[src/rtl/pipe_hazard_ctrl_if.sv]
// Signal bundle between the RV32I pipeline and its hazard controller:
// stage status flows in, register load/hold/bubble controls and forwarding selects flow out.
interface pipe_hazard_ctrl_if;
   logic [4:0]  id_rs1;
   logic [4:0]  id_rs2;
   logic        id_use_rs1;
   logic        id_use_rs2;
   logic [4:0]  ex_rd;
   logic        ex_reg_write;
   logic        ex_load;
   logic [4:0]  mem_rd;
   logic        mem_reg_write;
   logic        mem_access;
   logic [4:0]  wb_rd;
   logic        wb_reg_write;
   logic        dmem_ack;
   logic        branch_taken;

   logic        if_stall;
   logic        ifid_stall;
   logic        idex_stall;
   logic        exmem_stall;
   logic        ifid_flush;
   logic        idex_flush;
   logic        memwb_flush;
   logic [1:0]  fwd_a;
   logic [1:0]  fwd_b;
   logic        mem_err;
   logic [31:0] perf_stall_cnt;
   logic [31:0] perf_flush_cnt;

   // Pipeline side: drives stage status, consumes the controls.
   modport master (
      output id_rs1, id_rs2, id_use_rs1, id_use_rs2,
             ex_rd, ex_reg_write, ex_load,
             mem_rd, mem_reg_write, mem_access,
             wb_rd, wb_reg_write, dmem_ack, branch_taken,
      input  if_stall, ifid_stall, idex_stall, exmem_stall,
             ifid_flush, idex_flush, memwb_flush,
             fwd_a, fwd_b, mem_err, perf_stall_cnt, perf_flush_cnt
   );

   // Controller side.
   modport slave (
      input  id_rs1, id_rs2, id_use_rs1, id_use_rs2,
             ex_rd, ex_reg_write, ex_load,
             mem_rd, mem_reg_write, mem_access,
             wb_rd, wb_reg_write, dmem_ack, branch_taken,
      output if_stall, ifid_stall, idex_stall, exmem_stall,
             ifid_flush, idex_flush, memwb_flush,
             fwd_a, fwd_b, mem_err, perf_stall_cnt, perf_flush_cnt
   );
endinterface

[src/rtl/pipe_hazard_ctrl.sv]
// Hazard/sequencing controller for the 5-stage RV32I pipe: stalls, bubbles, forwarding, memory-wait watchdog.
// Optional stall/flush performance counters are built only when HAZARD_PERF_EN is defined.
module pipe_hazard_ctrl #(
   parameter int unsigned MEM_TIMEOUT = 15
) (
   input logic               clk,
   input logic               rst,
   pipe_hazard_ctrl_if.slave hz
);

   typedef enum logic {
      RUN      = 1'b0,
      MEM_WAIT = 1'b1
   } state_e;

   localparam logic [7:0] TIMEOUT_C = 8'(MEM_TIMEOUT);

   state_e     state_q, state_d;
   logic [7:0] wait_cnt_q, wait_cnt_d;
   logic       timed_out;
   logic       freeze;
   logic       load_use;
   logic       ex_fwd_ok;

   // Youngest producer wins; x0 and unread operands never forward.
   function automatic logic [1:0] fwd_sel(
      input logic [4:0] rs,
      input logic       use_rs,
      input logic [4:0] ex_rd,
      input logic       ex_ok,
      input logic [4:0] mem_rd,
      input logic       mem_wr,
      input logic [4:0] wb_rd,
      input logic       wb_wr
   );
      logic [1:0] sel;
      sel = 2'b00;
      if (use_rs && rs != 5'd0) begin
         if (ex_ok && ex_rd == rs)        sel = 2'b01;
         else if (mem_wr && mem_rd == rs) sel = 2'b10;
         else if (wb_wr && wb_rd == rs)   sel = 2'b11;
      end
      return sel;
   endfunction

   // An ack arriving in the timeout cycle completes the access instead of faulting it.
   assign timed_out = (state_q == MEM_WAIT) && (wait_cnt_q == TIMEOUT_C) && !hz.dmem_ack;
   assign freeze    = hz.mem_access && !hz.dmem_ack && !timed_out;
   assign ex_fwd_ok = hz.ex_reg_write && !hz.ex_load;

   assign load_use = hz.ex_load && hz.ex_reg_write && (hz.ex_rd != 5'd0) &&
                     ((hz.id_use_rs1 && hz.id_rs1 == hz.ex_rd) ||
                      (hz.id_use_rs2 && hz.id_rs2 == hz.ex_rd));

   always_comb begin
      // NOTE: every output gets a default before any branch, so no path leaves one unassigned and no latch is inferred.
      hz.if_stall    = 1'b0;
      hz.ifid_stall  = 1'b0;
      hz.idex_stall  = 1'b0;
      hz.exmem_stall = 1'b0;
      hz.ifid_flush  = 1'b0;
      hz.idex_flush  = 1'b0;
      hz.memwb_flush = 1'b0;
      hz.mem_err     = timed_out;
      hz.fwd_a       = fwd_sel(hz.id_rs1, hz.id_use_rs1, hz.ex_rd, ex_fwd_ok,
                               hz.mem_rd, hz.mem_reg_write, hz.wb_rd, hz.wb_reg_write);
      hz.fwd_b       = fwd_sel(hz.id_rs2, hz.id_use_rs2, hz.ex_rd, ex_fwd_ok,
                               hz.mem_rd, hz.mem_reg_write, hz.wb_rd, hz.wb_reg_write);

      if (rst) begin
         hz.ifid_flush = 1'b1;
         hz.idex_flush = 1'b1;
         hz.mem_err    = 1'b0;
         hz.fwd_a      = 2'b00;
         hz.fwd_b      = 2'b00;
      end else if (freeze) begin
         hz.if_stall    = 1'b1;
         hz.ifid_stall  = 1'b1;
         hz.idex_stall  = 1'b1;
         hz.exmem_stall = 1'b1;
         hz.memwb_flush = 1'b1;
      end else if (hz.branch_taken) begin
         // A branch held in a frozen EX stage lands here on the first released cycle.
         hz.ifid_flush = 1'b1;
         hz.idex_flush = 1'b1;
      end else if (load_use) begin
         hz.if_stall   = 1'b1;
         hz.ifid_stall = 1'b1;
         hz.idex_flush = 1'b1;
      end
   end

   always_comb begin
      state_d    = state_q;
      wait_cnt_d = wait_cnt_q;
      unique case (state_q)
         RUN: begin
            if (freeze) begin
               state_d    = MEM_WAIT;
               wait_cnt_d = 8'd1;
            end
         end
         MEM_WAIT: begin
            if (hz.dmem_ack || timed_out) begin
               state_d    = RUN;
               wait_cnt_d = 8'd0;
            end else begin
               wait_cnt_d = wait_cnt_q + 8'd1;
            end
         end
         default: begin
            state_d    = RUN;
            wait_cnt_d = 8'd0;
         end
      endcase
   end

   // NOTE: state registers use non-blocking assignments so every flop samples pre-edge values.
   always_ff @(posedge clk) begin
      if (rst) begin
         state_q    <= RUN;
         wait_cnt_q <= 8'd0;
      end else begin
         state_q    <= state_d;
         wait_cnt_q <= wait_cnt_d;
      end
   end

`ifdef HAZARD_PERF_EN
   logic [31:0] stall_cnt_q;
   logic [31:0] flush_cnt_q;
   logic        branch_flush;

   assign branch_flush = !rst && !freeze && hz.branch_taken;

   always_ff @(posedge clk) begin
      if (rst) begin
         stall_cnt_q <= 32'd0;
         flush_cnt_q <= 32'd0;
      end else begin
         if (hz.if_stall && stall_cnt_q != 32'hFFFF_FFFF) stall_cnt_q <= stall_cnt_q + 32'd1;
         if (branch_flush && flush_cnt_q != 32'hFFFF_FFFF) flush_cnt_q <= flush_cnt_q + 32'd1;
      end
   end

   assign hz.perf_stall_cnt = stall_cnt_q;
   assign hz.perf_flush_cnt = flush_cnt_q;
`else
   assign hz.perf_stall_cnt = 32'd0;
   assign hz.perf_flush_cnt = 32'd0;
`endif

endmodule

[src/flat_wrapper.sv]
// flat-port wrapper written by rule: the top's interface ports become plain ports
module pipe_hazard_ctrl_flat 
#(
   parameter int unsigned MEM_TIMEOUT = 15
)
  (clk, rst, hz_id_rs1, hz_id_rs2, hz_id_use_rs1, hz_id_use_rs2, hz_ex_rd, hz_ex_reg_write, hz_ex_load, hz_mem_rd, hz_mem_reg_write, hz_mem_access, hz_wb_rd, hz_wb_reg_write, hz_dmem_ack, hz_branch_taken, hz_if_stall, hz_ifid_stall, hz_idex_stall, hz_exmem_stall, hz_ifid_flush, hz_idex_flush, hz_memwb_flush, hz_fwd_a, hz_fwd_b, hz_mem_err, hz_perf_stall_cnt, hz_perf_flush_cnt);
  pipe_hazard_ctrl_if hz_i ();
  input logic clk;
  input logic rst;
  input wire logic [$bits(hz_i.id_rs1)-1:0] hz_id_rs1;
  input wire logic [$bits(hz_i.id_rs2)-1:0] hz_id_rs2;
  input wire logic [$bits(hz_i.id_use_rs1)-1:0] hz_id_use_rs1;
  input wire logic [$bits(hz_i.id_use_rs2)-1:0] hz_id_use_rs2;
  input wire logic [$bits(hz_i.ex_rd)-1:0] hz_ex_rd;
  input wire logic [$bits(hz_i.ex_reg_write)-1:0] hz_ex_reg_write;
  input wire logic [$bits(hz_i.ex_load)-1:0] hz_ex_load;
  input wire logic [$bits(hz_i.mem_rd)-1:0] hz_mem_rd;
  input wire logic [$bits(hz_i.mem_reg_write)-1:0] hz_mem_reg_write;
  input wire logic [$bits(hz_i.mem_access)-1:0] hz_mem_access;
  input wire logic [$bits(hz_i.wb_rd)-1:0] hz_wb_rd;
  input wire logic [$bits(hz_i.wb_reg_write)-1:0] hz_wb_reg_write;
  input wire logic [$bits(hz_i.dmem_ack)-1:0] hz_dmem_ack;
  input wire logic [$bits(hz_i.branch_taken)-1:0] hz_branch_taken;
  output wire logic [$bits(hz_i.if_stall)-1:0] hz_if_stall;
  output wire logic [$bits(hz_i.ifid_stall)-1:0] hz_ifid_stall;
  output wire logic [$bits(hz_i.idex_stall)-1:0] hz_idex_stall;
  output wire logic [$bits(hz_i.exmem_stall)-1:0] hz_exmem_stall;
  output wire logic [$bits(hz_i.ifid_flush)-1:0] hz_ifid_flush;
  output wire logic [$bits(hz_i.idex_flush)-1:0] hz_idex_flush;
  output wire logic [$bits(hz_i.memwb_flush)-1:0] hz_memwb_flush;
  output wire logic [$bits(hz_i.fwd_a)-1:0] hz_fwd_a;
  output wire logic [$bits(hz_i.fwd_b)-1:0] hz_fwd_b;
  output wire logic [$bits(hz_i.mem_err)-1:0] hz_mem_err;
  output wire logic [$bits(hz_i.perf_stall_cnt)-1:0] hz_perf_stall_cnt;
  output wire logic [$bits(hz_i.perf_flush_cnt)-1:0] hz_perf_flush_cnt;
  assign hz_i.id_rs1 = hz_id_rs1;
  assign hz_i.id_rs2 = hz_id_rs2;
  assign hz_i.id_use_rs1 = hz_id_use_rs1;
  assign hz_i.id_use_rs2 = hz_id_use_rs2;
  assign hz_i.ex_rd = hz_ex_rd;
  assign hz_i.ex_reg_write = hz_ex_reg_write;
  assign hz_i.ex_load = hz_ex_load;
  assign hz_i.mem_rd = hz_mem_rd;
  assign hz_i.mem_reg_write = hz_mem_reg_write;
  assign hz_i.mem_access = hz_mem_access;
  assign hz_i.wb_rd = hz_wb_rd;
  assign hz_i.wb_reg_write = hz_wb_reg_write;
  assign hz_i.dmem_ack = hz_dmem_ack;
  assign hz_i.branch_taken = hz_branch_taken;
  assign hz_if_stall = hz_i.if_stall;
  assign hz_ifid_stall = hz_i.ifid_stall;
  assign hz_idex_stall = hz_i.idex_stall;
  assign hz_exmem_stall = hz_i.exmem_stall;
  assign hz_ifid_flush = hz_i.ifid_flush;
  assign hz_idex_flush = hz_i.idex_flush;
  assign hz_memwb_flush = hz_i.memwb_flush;
  assign hz_fwd_a = hz_i.fwd_a;
  assign hz_fwd_b = hz_i.fwd_b;
  assign hz_mem_err = hz_i.mem_err;
  assign hz_perf_stall_cnt = hz_i.perf_stall_cnt;
  assign hz_perf_flush_cnt = hz_i.perf_flush_cnt;
  pipe_hazard_ctrl #(.MEM_TIMEOUT(MEM_TIMEOUT)) u_core (.clk(clk), .rst(rst), .hz(hz_i));
endmodule
[config.mk]
export PLATFORM = sky130hd
export DESIGN_NAME = pipe_hazard_ctrl_flat
export DESIGN_NICKNAME = d
export VERILOG_FILES = /design/src/rtl/pipe_hazard_ctrl_if.sv /design/src/rtl/pipe_hazard_ctrl.sv /design/src/flat_wrapper.sv
export SDC_FILE = /design/constraint.sdc
export NUM_CORES = 1
export LEC_CHECK = 0
export CAP_MARGIN = 20
export CORE_MARGIN = 10
export CORE_UTILIZATION = 55
export DETAILED_ROUTE_END_ITERATION = 10
export DONT_BUFFER_PORTS = 1
export PLACE_DENSITY = 0.77
export SLEW_MARGIN = 20
export SYNTH_ARGS = -nofsm -noshare
export SYNTH_HDL_FRONTEND = slang
export SYNTH_SLANG_ARGS = --single-unit
[constraint.sdc]
create_clock -name clk -period 1.95 [get_ports clk]
set_input_delay 0.39 -clock clk [delete_from_list [all_inputs] [get_ports clk]]
set_output_delay 0.39 -clock clk [all_outputs]
set_load 0.02 [all_outputs]
* Word-level counts from Yosys, hierarchy flattened
Cells that the tools add are included.
** Storage, ports and cells
- Bits in registers :: 9
- Input bits :: 36
- Output and inout port bits :: 76
- Word-level logic and storage cells :: 68
** Operators by class
- Reduce and logical (&&, ||, !) cells :: 26
- Mux-type cells :: 28
- Bitwise operators :: 1
- Add/sub/neg operators :: 1
- Equal/unequal tests :: 10
** Operators by type and width (number)
- $eq A5 B5 Y1 :: 8
- $mux W2 :: 10
- $logic_and A1 B1 Y1 :: 18
- $mux W8 :: 2
- $pmux W8 S2 :: 1
- $reduce_bool A5 Y1 :: 3
- $mux W1 :: 14
- $add A8 B1 Y8 const B :: 1
- $eq A8 B4 Y1 const B :: 1
- $logic_not A1 Y1 :: 3
- $logic_or A1 B1 Y1 :: 2
- $ne A2 B1 Y1 const B :: 1
- $pmux W1 S2 :: 1
- $not A1 Y1 :: 1

* Longest topological paths before layout
Gate-level depths: netlist (run 1).
- Word-level depth :: 8
- Gate-level depth with buffers :: 6
- Mapped depth without buffers :: 6

* Worst setup path before layout (run 1)
OpenSTA, ideal clock, no wires.
- Path type :: reg2out
- From :: register u_core.wait_cnt_q[6]
- To :: output hz_ifid_stall
- Path slack :: -0.164 ns
- Cell stages (with the launch flop) :: 6
- Path buffers :: 1
- Required time :: 1.560 ns
- Data arrival time :: 1.724 ns
- Cell sequence :: dfxtp_1 or4b_4 or3_4 nand2_4 o22ai_1 buf_4
** On the way
- Word-level cells in the longest chain between the ends :: 7
** RTL lines
- start, declared :: line pipe_hazard_ctrl.sv:19 : logic [7:0] wait_cnt_q, wait_cnt_d;
- start signal, assigned :: line pipe_hazard_ctrl.sv:125 : wait_cnt_q <= wait_cnt_d;
- $eq A8 B4 Y1 :: line pipe_hazard_ctrl.sv:47 : assign timed_out = (state_q == MEM_WAIT) && (wait_cnt_q == TIMEOUT_C) && !hz.dmem_ack;
- $logic_and A1 B1 Y1 (2 in series) :: line pipe_hazard_ctrl.sv:47
- $logic_not A1 Y1 :: line pipe_hazard_ctrl.sv:48 : assign freeze = hz.mem_access && !hz.dmem_ack && !timed_out;
- $logic_and A1 B1 Y1 :: line pipe_hazard_ctrl.sv:48
- $mux W1 (2 in series)
- end, declared :: line flat_wrapper.sv:25 : output wire logic [$bits(hz_i.ifid_stall)-1:0] hz_ifid_stall;
No other way between the ends.

* Final worst setup path (run 1)
- From :: register u_core.wait_cnt_q[7]
- To :: output hz_idex_flush
** On the way
- Word-level cells in the longest chain between the ends :: 7
** RTL lines
- $eq A8 B4 Y1 :: line pipe_hazard_ctrl.sv:47
- $logic_and A1 B1 Y1 (2 in series) :: line pipe_hazard_ctrl.sv:47
- $logic_not A1 Y1 :: line pipe_hazard_ctrl.sv:48
- $logic_and A1 B1 Y1 :: line pipe_hazard_ctrl.sv:48
- $mux W1 :: line pipe_hazard_ctrl.sv:76 : end else if (freeze) begin
- $mux W1 :: line pipe_hazard_ctrl.sv:70 : if (rst) begin
- end, declared :: line flat_wrapper.sv:29 : output wire logic [$bits(hz_i.idex_flush)-1:0] hz_idex_flush;
No other way between the ends.

==> summary.txt, run 1 <==
=================================================================================
Result of the run                                                    finished, violations left
Violations in the final reports                                      negative setup slack
Die Y-Extent                                                              71.8 um
Unrepaired setup endpoints after global routing                               yes
Combined area of all synthesized cells                                0.00148 mm2
Final-stage net count                                                         248
Sequential element share of the synthesized area                            0.122
Critical Path End Type                                                output port
Mean Syn Cell Area                                                       7.65 um2
Hold/Removal Path Class                                              primary input to flip-flop
Clk Latency, worst-skew pair                                               260 ps
Storage element area                                                      184 um2
Post-DRT Antenna Nets                                                           0
Commonest non-fill, non-tap cells in the layout                      conb_1, xor2_1, buf_4, xnor2_1, nor2_1
DPL Wire Length                                                           3280 um
Synthesis-to-layout area growth                                           -0.848%
Required arrival time at the worst endpoint                               1560 ps
Clock tree from TritonCTS                                                     yes
Average via count per standard cell                                          4.93
Remaining global-route overflow                                                 0
Commonest non-fill, non-tap cell in the layout                             conb_1
Final Max Tran Viols                                                            0
CTS root buf                                                             clkbuf_4
Pin count of the biggest net entering global routing                           17
Die extent in x                                                           71.8 um
Distinct cell type count after synthesis                                       36
Post-synth top area share                                                   0.341
Yosys top cell by area                                                      buf_4
Final Cell Area                                                       0.00146 mm2
Fraction of layout instances using a drive strength above 1                 0.167
Via total after detailed routing                                             1184
Pwr Density                                                            393 mW/mm2
Initial Util                                                                0.585
Remaining DRCs                                                                  0
Number of buffers on the longest clock path                                     2
Floorplan core area                                                   0.00252 mm2
Floorplan die area                                                    0.00516 mm2
Setup skew after layout                                                   2.17 ps
Clock slew seen by the registers of the worst setup and hold paths          60 ps
Overall track demand over capacity in global routing                        0.127
F_max                                                                     439 MHz
Fin crit period                                                           2280 ps
Static leakage                                                           0.659 nW
Clk sink count                                                                  9
Largest fanout of any net on the critical path                                  4
Arrival @ worst endpoint                                                  1890 ps
Kind of start point of the critical path                                flip-flop
Post-route clock period utilization                                          1.17
Number of storage elements in the synthesis netlist                             9
Ys Warns                                                                        0
Category of the most critical setup path                             flip-flop to output port
Number of top-level pins                                                      112
Wire length of the first global-routing pass                              5480 um
Routed wire per std cell                                                  15.6 um
Quantity of hold-fixing buffers added after cts                                 0
Inserted Diodes                                                                 0
Routed wire length                                                        3730 um
Number of H-tree branching levels                                               1
Cell types with the largest area share after synthesis               buf_4, xor2_1, dfxtp_1, xnor2_1, nor2b_1
Area occupied by multi-input gates                                    0.00106 mm2
DR pass1 iterations                                                             5
Count of mapped cells out of synthesis                                        193
Number of max-cap violations                                                    0
Final Hold Vio Count                                                            0
Placement-stage cell area                                             0.00141 mm2
Largest voltage drop on the vdd net                                    0.000254 V
Vias in the first global route                                               1166
Last weighted congestion value of the routability-driven placer             0.897
DR iter-0 viols                                                                38
Number of fillers in the final layout                                         255
Worst slack after detailed placement                                     -51.4 ps
Antenna violations before repair                                                0
Final setup violation count                                                     8
Inserted Clock Buffers                                                          3
Input/output buffers                                                            0
Site Rows                                                                      18
Min setup slack post-route                                                -326 ps
=================================================================================
==> cells in the mapped netlist <==
cell type,n
or3_4,1
a21oi_1,4
a22o_1,1
nor3b_1,1
clkbuf_1,1
a22oi_1,3
a311oi_1,1
or4b_4,1
or3_1,1
nand2b_1,3
and3_1,5
conb_1,1
o21ai_0,6
o22ai_1,1
xor2_1,21
a21o_4,1
buf_4,67
inv_1,1
nor2b_1,7
a32oi_1,1
dfxtp_1,9
nand3_1,7
nand2_1,4
nand2_4,1
nor4_1,6
o21ai_1,1
nor2_1,10
nor3_1,6
a211oi_1,1
nand3b_1,2
xnor2_1,10
o211ai_1,1
ha_1,1
or2_2,1
o21bai_1,1
or4_1,4
==> area by class of cell <==
class	count	share of cell area
Tap cell	30	0.0256
Timing Repair Buffer	18	0.106
Sequential cell	9	0.126
Clock buffer	4	0.0179
Inverter	1	0.00256
Multi-Input combinational cell	178	0.722
==> state kept, by name (all words and copies together) (netlist names) <==
signal             flops
u_core.state_q         1
u_core.wait_cnt_q      8
==> logic make-up (layout without fill, tap and decap cells) <==
kind of cell    Yosys count  after routing  synth area share
compound gates           22             22             0.100
fa+ha+maj                 1              1           0.00847
xor+xnor                 31             31             0.184
buf+inv                  69             23             0.346
flops                     9              9             0.122
simple gates             60             60             0.237
other cells               1             64           0.00254
==> power by group <==
part	total (W)	switching [W]	internal, W
clock network	0.000143	0.0000645	0.0000788
logic	0.000243	0.000173	0.0000701
registers	0.000189	0.00000213	0.000187
==> layer usage <==
| layer | GRT usage | vias up | wire [um] |
|---|---|---|---|
| met5 | 0 | - | 0 |
| met4 | 0.0258 | 0 | 69 |
| met3 | 0.0854 | 10 | 570 |
| met2 | 0.216 | 85 | 1830 |
| met1 | 0.126 | 525 | 1260 |
| li1 | - | 564 | - |
==> critical path, stage by stage (launching register included) <==
cell and delay (ps):
dfxtp_2 320, or4b_4 540, or3_4 380, nand2_4 90, nand2b_1 90, o21bai_4 200
==> final timing paths <==
check / endpoint / from / cells after the start / slack (ps)
max: hz_idex_flush / u_core.wait_cnt_q[7] / 5 / -330
min: u_core.wait_cnt_q[2] / rst / 1 / 190
max reg2reg: u_core.wait_cnt_q[7] / u_core.wait_cnt_q[7] / 6 / 130
min reg2reg: u_core.wait_cnt_q[0] / u_core.wait_cnt_q[0] / 2 / 500
==> per-stage QoR <==
step / utilization / hold slack (ps) / total power (W) / std cells / setup TNS [ps]
2_1_floorplan: - / 436 / 0.000503 / 256 / -107
3_3_place_gp: 0.560 / 463 / 0.000422 / 234 / -15.7
3_5_place_dp: 0.560 / 465 / 0.000423 / 234 / -95.9
4_1_cts: 0.576 / 188 / 0.000569 / 239 / -2180
5_1_grt: 0.580 / 181 / 0.000613 / 240 / -2730
6_report: 0.580 / 191 / 0.000575 / 240 / -2440
==> what timing repair did <==
action	in CTS	in global routing
pin swaps	1	1
endpoints found under the setup margin	8	8
setup buffers	1	1
resized for setup	3	1
No activity file was read; power rests on OpenSTA's default activity.
==> run 2: changes to the inputs <==
- CAP_MARGIN: 20 -> not set
- PLACE_DENSITY: 0.77 -> 0.73
- RECOVER_POWER: not set -> 50
==> summary.txt, run 2 (same netlist as run 1, synthesis figures left out) <==
=================================================================================
Result of the run                                                    finished, violations left
Violations in the final reports                                      negative setup slack
Floorplan die area                                                    0.00516 mm2   unchanged
Inserted Diodes                                                                 0   unchanged
Synthesis-to-layout area growth                                            -1.78%
Fraction of layout instances using a drive strength above 1                 0.154   -0.0128
Ordered list of cells on the worst path                              or4b_4, or3_4, nand2_4, nand2b_1, o21bai_4
Commonest non-fill, non-tap cell in the layout                             conb_1
F_max                                                                     444 MHz   +1.1%
Static leakage                                                           0.648 nW   -1.7%
Worst flop-to-flop path startpoint                                   u_core.wait_cnt_q[7]
Largest registers                                                    u_core.wait_cnt_q: 8 flops, u_core.state_q: 1 flops
Fin crit period                                                           2250 ps   -24.2 ps
Quantity of hold-fixing buffers added after cts                                 0   unchanged
Unrepaired setup endpoints after global routing                               yes
Worst stage delay on the critical path                                     530 ps   about the same
Input/output buffers                                                            0   unchanged
Commonest non-fill, non-tap cells in the layout                      conb_1, xor2_1, buf_4, xnor2_1, nor2_1
Reg2Reg Depth                                                                   6   unchanged
Final Hold Vio Count                                                            0   unchanged
Clock slew seen by the registers of the worst setup and hold paths          60 ps   about the same
Post-route clock period utilization                                          1.15   -0.0124
Remaining global-route overflow                                                 0   unchanged
Arrival @ worst endpoint                                                  1860 ps   -30 ps
Register with the highest flop count                                 u_core.wait_cnt_q
Post-CTS Setup Bufs                                                             0   -1
Site Rows                                                                      18   unchanged
Pin count of the biggest net entering global routing                           17   unchanged
Category of the most critical setup path                             flip-flop to output port
Final Max Tran Viols                                                            0   unchanged
Hold/Removal Path Class                                              primary input to flip-flop
Number of top-level pins                                                      112   unchanged
Kind of start point of the critical path                                flip-flop
Hold Slack                                                                 187 ps   -4.33 ps
Setup skew after layout                                                   2.46 ps   +0.290 ps
Min setup slack post-route                                                -301 ps   +24.2 ps
Post-DRT Antenna Nets                                                           0   unchanged
Final setup violation count                                                     8   unchanged
Remaining DRCs                                                                  0   unchanged
Util after Layout                                                           0.575   -0.00546
Die Y-Extent                                                              71.8 um   unchanged
Die extent in x                                                           71.8 um   unchanged
Number of H-tree branching levels                                               1   unchanged
Critical Path End Type                                                output port
Wire length of the first global-routing pass                              5420 um   -1.0%
Routed wire per std cell                                                  14.9 um   -4.5%
Routed wire length                                                        3540 um   -5.3%
Worst hold start                                                              rst
Floorplan core area                                                   0.00252 mm2   unchanged
Initial Util                                                                0.585   unchanged
Last weighted congestion value of the routability-driven placer             0.843   -6.0%
Inserted Clock Buffers                                                          3   unchanged
Number of buffers on the longest clock path                                     2   unchanged
Post-layout power                                                      0.000578 W   +0.47%
Hold Path Cell Cnt                                                              1   unchanged
Vias in the first global route                                               1143   -2.0%
CTS root buf                                                             clkbuf_4
Largest voltage drop on the vdd net                                    0.000401 V   +58%
Largest register FFs                                                            8   unchanged
Largest fanout of any net on the critical path                                  4   unchanged
Via total after detailed routing                                             1124   -5.1%
Number of max-cap violations                                                    0   unchanged
Antenna violations before repair                                                0   unchanged
Worst r2r dst                                                        u_core.wait_cnt_q[7]
Hold endpoint                                                        u_core.wait_cnt_q[6]
Pwr Density                                                            398 mW/mm2   +1.4%
Register-to-register setup slack                                           190 ps   +60 ps
Clock tree from TritonCTS                                                     yes
Worst path slowest cell                                                    or4b_4
Overall track demand over capacity in global routing                        0.123   -0.00399
Average via count per standard cell                                          4.72   -4.3%
Final-stage net count                                                         246   -0.81%
Clk Latency, worst-skew pair                                               270 ps   about the same
DR iter-0 viols                                                                36   -5.3%
Required arrival time at the worst endpoint                               1560 ps   about the same
DPL Wire Length                                                           3240 um   -1.2%
DR pass1 iterations                                                             4   -1
Clk sink count                                                                  9   unchanged
=================================================================================
[run 2: cell count changes in the layout (fill, tap and decap cells not counted), sizes merged]
cell | before | now
clkbuf | 4 | 6
buf | 18 | 14
[run 2: power by group]
part	switching, W	leakage, nW	internal [W]	total (W)
clock	0.0000679	0.0150	0.0000791	0.000147
combinational	0.000173	0.559	0.0000689	0.000242
sequential	0.00000207	0.0738	0.000187	0.000189
total	0.000243	0.648	0.000335	0.000578
[run 2: layer usage]
metal	part of all wire	wire, um	global-route usage
met1	0.36	1280	0.129
met2	0.49	1730	0.199
met3	0.15	531	0.0840
met4	0	0	0.0258
met5	0	0	0
[run 2: worst max path at each step]
stage          slack (ps)                  from            end  cells after the start
2_1_floorplan         -40  u_core.wait_cnt_q[6]  hz_ifid_stall                      5
3_3_place_gp          -20  u_core.wait_cnt_q[7]  hz_idex_flush                      5
6_report             -300  u_core.wait_cnt_q[7]  hz_idex_flush                      5
3_5_place_dp          -20  u_core.wait_cnt_q[7]  hz_idex_flush                      5
5_1_grt              -360  u_core.wait_cnt_q[7]  hz_idex_flush                      5
4_1_cts              -310  u_core.wait_cnt_q[7]  hz_idex_flush                      5
[run 2: worst max-delay path: cells and delay by family, from the launching register on]
family / cells / cell delay [ps]
AOI/OAI and AO/OA: 1 / 200
and+or+nand+nor: 4 / 1080
DFF: 1 / 310
[run 2: cell type report]
class / count / area (um2)
Inverter: 1 / 3.75
Clock buffer: 4 / 26.3
Fill cell: 242 / 1070
Tap cell: 30 / 37.5
Multi-Input combinational cell: 178 / 1060
Sequential cell: 9 / 183
Timing Repair Buffer: 16 / 140
[run 2: per-stage QoR]
step           std cells  setup TNS (ps)  setup slack [ps]  instance area, um2
2_1_floorplan        256            -107             -42.7                1750
3_3_place_gp         234           -19.9             -15.4                1410
3_5_place_dp         234           -43.9             -15.5                1410
4_1_cts              238           -2060              -310                1450
5_1_grt              238           -2380              -362                1450
6_report             238           -1940              -301                1450
[run 2: repair_timing]
item                                   in CTS  in global routing
setup endpoints to repair                   8                  9
endpoints found under the hold margin       0                  0
gates resized for setup                     2                  2
pin swaps                                   1                  1
==> run 3: changes to the inputs <==
- CORE_MARGIN: 10 -> not set
==> summary.txt, run 3 (same netlist as run 1, synthesis figures left out) <==
=================================================================================
Largest register FFs                                                            8   unchanged
Placement-stage cell area                                             0.00141 mm2   unchanged
Required arrival time at the worst endpoint                               1560 ps   about the same
Clock slew seen by the registers of the worst setup and hold paths          70 ps   about the same
Number of H-tree branching levels                                               1   unchanged
Pwr Density                                                            396 mW/mm2   -0.63%
Pin count of the biggest net entering global routing                           17   unchanged
DR pass1 iterations                                                             4   unchanged
Antenna violations before repair                                                0   unchanged
Critical Path End Type                                                output port
Post-DRT Antenna Nets                                                           0   unchanged
Input/output buffers                                                            0   unchanged
CTS root buf                                                             clkbuf_4
Fraction of layout instances using a drive strength above 1                 0.159   +0.00481
Largest voltage drop on the vdd net                                    0.000346 V   -14%
Worst path slowest cell                                                    or4b_4
Register-to-register setup slack                                           160 ps   -30 ps
DPL Wire Length                                                           2280 um   -30%
Final setup violation count                                                     8   unchanged
Unrepaired setup endpoints after global routing                               yes
Hold Slack                                                                 183 ps   -3.96 ps
Arrival @ worst endpoint                                                  1840 ps   -20 ps
Routed wire length                                                        2760 um   -22%
Register with the highest flop count                                 u_core.wait_cnt_q
Post-route clock period utilization                                          1.14   -0.00962
Kind of start point of the critical path                                flip-flop
Floorplan die area                                                    0.00290 mm2   -44%
Ordered list of cells on the worst path                              or4b_4, or3_4, nand2_4, o22ai_2, buf_12
Final-stage net count                                                         246   unchanged
Inserted Diodes                                                                 0   unchanged
Synthesis-to-layout area growth                                            -1.02%
Die Y-Extent                                                              53.8 um   -25%
Commonest non-fill, non-tap cells in the layout                      conb_1, xor2_1, buf_4, xnor2_1, nor2_1
Clk sink count                                                                  9   unchanged
Clock tree from TritonCTS                                                     yes
Remaining global-route overflow                                                 0   unchanged
Hold/Removal Path Class                                              primary input to flip-flop
Floorplan core area                                                   0.00250 mm2   -0.89%
Final Hold Vio Count                                                            0   unchanged
Wire length of the first global-routing pass                              3900 um   -28%
Remaining DRCs                                                                  0   unchanged
Overall track demand over capacity in global routing                        0.185   +0.0620
Routed wire per std cell                                                  11.6 um   -22%
Vias in the first global route                                                949   -17%
DR iter-0 viols                                                                21   -42%
Static leakage                                                           0.652 nW   +0.71%
Largest registers                                                    u_core.wait_cnt_q: 8 flops, u_core.state_q: 1 flops
Min setup slack post-route                                                -283 ps   +18.8 ps
Worst stage delay on the critical path                                     530 ps   about the same
Number of max-cap violations                                                    0   unchanged
Category of the most critical setup path                             flip-flop to output port
Final Max Tran Viols                                                            0   unchanged
Clk Latency, worst-skew pair                                               270 ps   about the same
Number of top-level pins                                                      112   unchanged
Die extent in x                                                           53.8 um   -25%
Last weighted congestion value of the routability-driven placer             0.808   -4.2%
Fin crit period                                                           2230 ps   -18.8 ps
Initial Util                                                                0.591   +0.00527
Site Rows                                                                      18   unchanged
Post-CTS Setup Bufs                                                             0   unchanged
F_max                                                                     448 MHz   +0.84%
Final Cell Area                                                       0.00146 mm2   +0.78%
Util after Layout                                                           0.585   +0.00968
Number of buffers on the longest clock path                                     2   unchanged
Via total after detailed routing                                             1167   +3.8%
Average via count per standard cell                                          4.90   +3.8%
Setup skew after layout                                                   9.94 ps   +7.48 ps
Violations in the final reports                                      negative setup slack
Result of the run                                                    finished, violations left
Quantity of hold-fixing buffers added after cts                                 0   unchanged
Commonest non-fill, non-tap cell in the layout                             conb_1
Inserted Clock Buffers                                                          3   unchanged
Largest fanout of any net on the critical path                                  4   unchanged
=================================================================================
-- run 3: cell types whose count changed in the layout (fill, tap and decap cells not counted), sizes merged --
cell / previous run / this run
clkbuf: 6 / 5
buf: 14 / 15
-- run 3: metrics by stage --
step | setup slack [ps] | setup TNS (ps) | instances | power, W
6_report | -283 | -1990 | 238 | 0.000578
5_1_grt | -341 | -2470 | 238 | 0.000616
4_1_cts | -299 | -1960 | 238 | 0.000574
3_5_place_dp | -20.5 | -38.0 | 234 | 0.000423
3_3_place_gp | 2.40 | 0 | 234 | 0.000422
2_1_floorplan | -42.7 | -107 | 256 | 0.000503
-- run 3: critical path, delay by kind of cell (launching register included) --
family                 cells  cell delay [ps]
and+or+nand+nor            3             1010
buffers and inverters      1              170
DFF                        1              310
AOI/OAI and AO/OA          1              100
-- run 3: power breakdown --
| group | switching [W] | internal (W) |
|---|---|---|
| sequential | 0.00000229 | 0.000187 |
| combinational | 0.000170 | 0.0000707 |
| clock | 0.0000693 | 0.0000790 |
-- run 3: area by class of cell --
class                   instances  area [um2]
well taps                      30        37.5
clock buffers                   4        26.3
multi-input cells             178        1070
flip-flops and latches          9         183
inverters                       1        3.75
repair buffers                 16         136
fillers                       238        1040
-- run 3: timing repair --
item                                   CTS  global route
endpoints found under the hold margin    0             0
pin swaps                                1             5
gates cloned                             0             0
gates resized for setup                  2             3
setup endpoints to repair                8            10
-- run 3: worst paths after layout --
check                                     startpoint                   end  cells after the start
worst min-delay path                             rst  u_core.wait_cnt_q[0]                      1
worst max register to register  u_core.wait_cnt_q[7]  u_core.wait_cnt_q[7]                      6
worst max-delay path            u_core.wait_cnt_q[7]         hz_ifid_stall                      5
worst min register to register  u_core.wait_cnt_q[7]  u_core.wait_cnt_q[7]                      2
-- run 3: layer usage --
layer  global-route usage  vias to the layer above  share of wire
met4               0.0526                        0         0.0062
met5                    0                        -              0
met2                0.300                       67           0.51
met1                0.222                      538           0.39
li1                     -                      560              -
met3               0.0734                        2          0.089
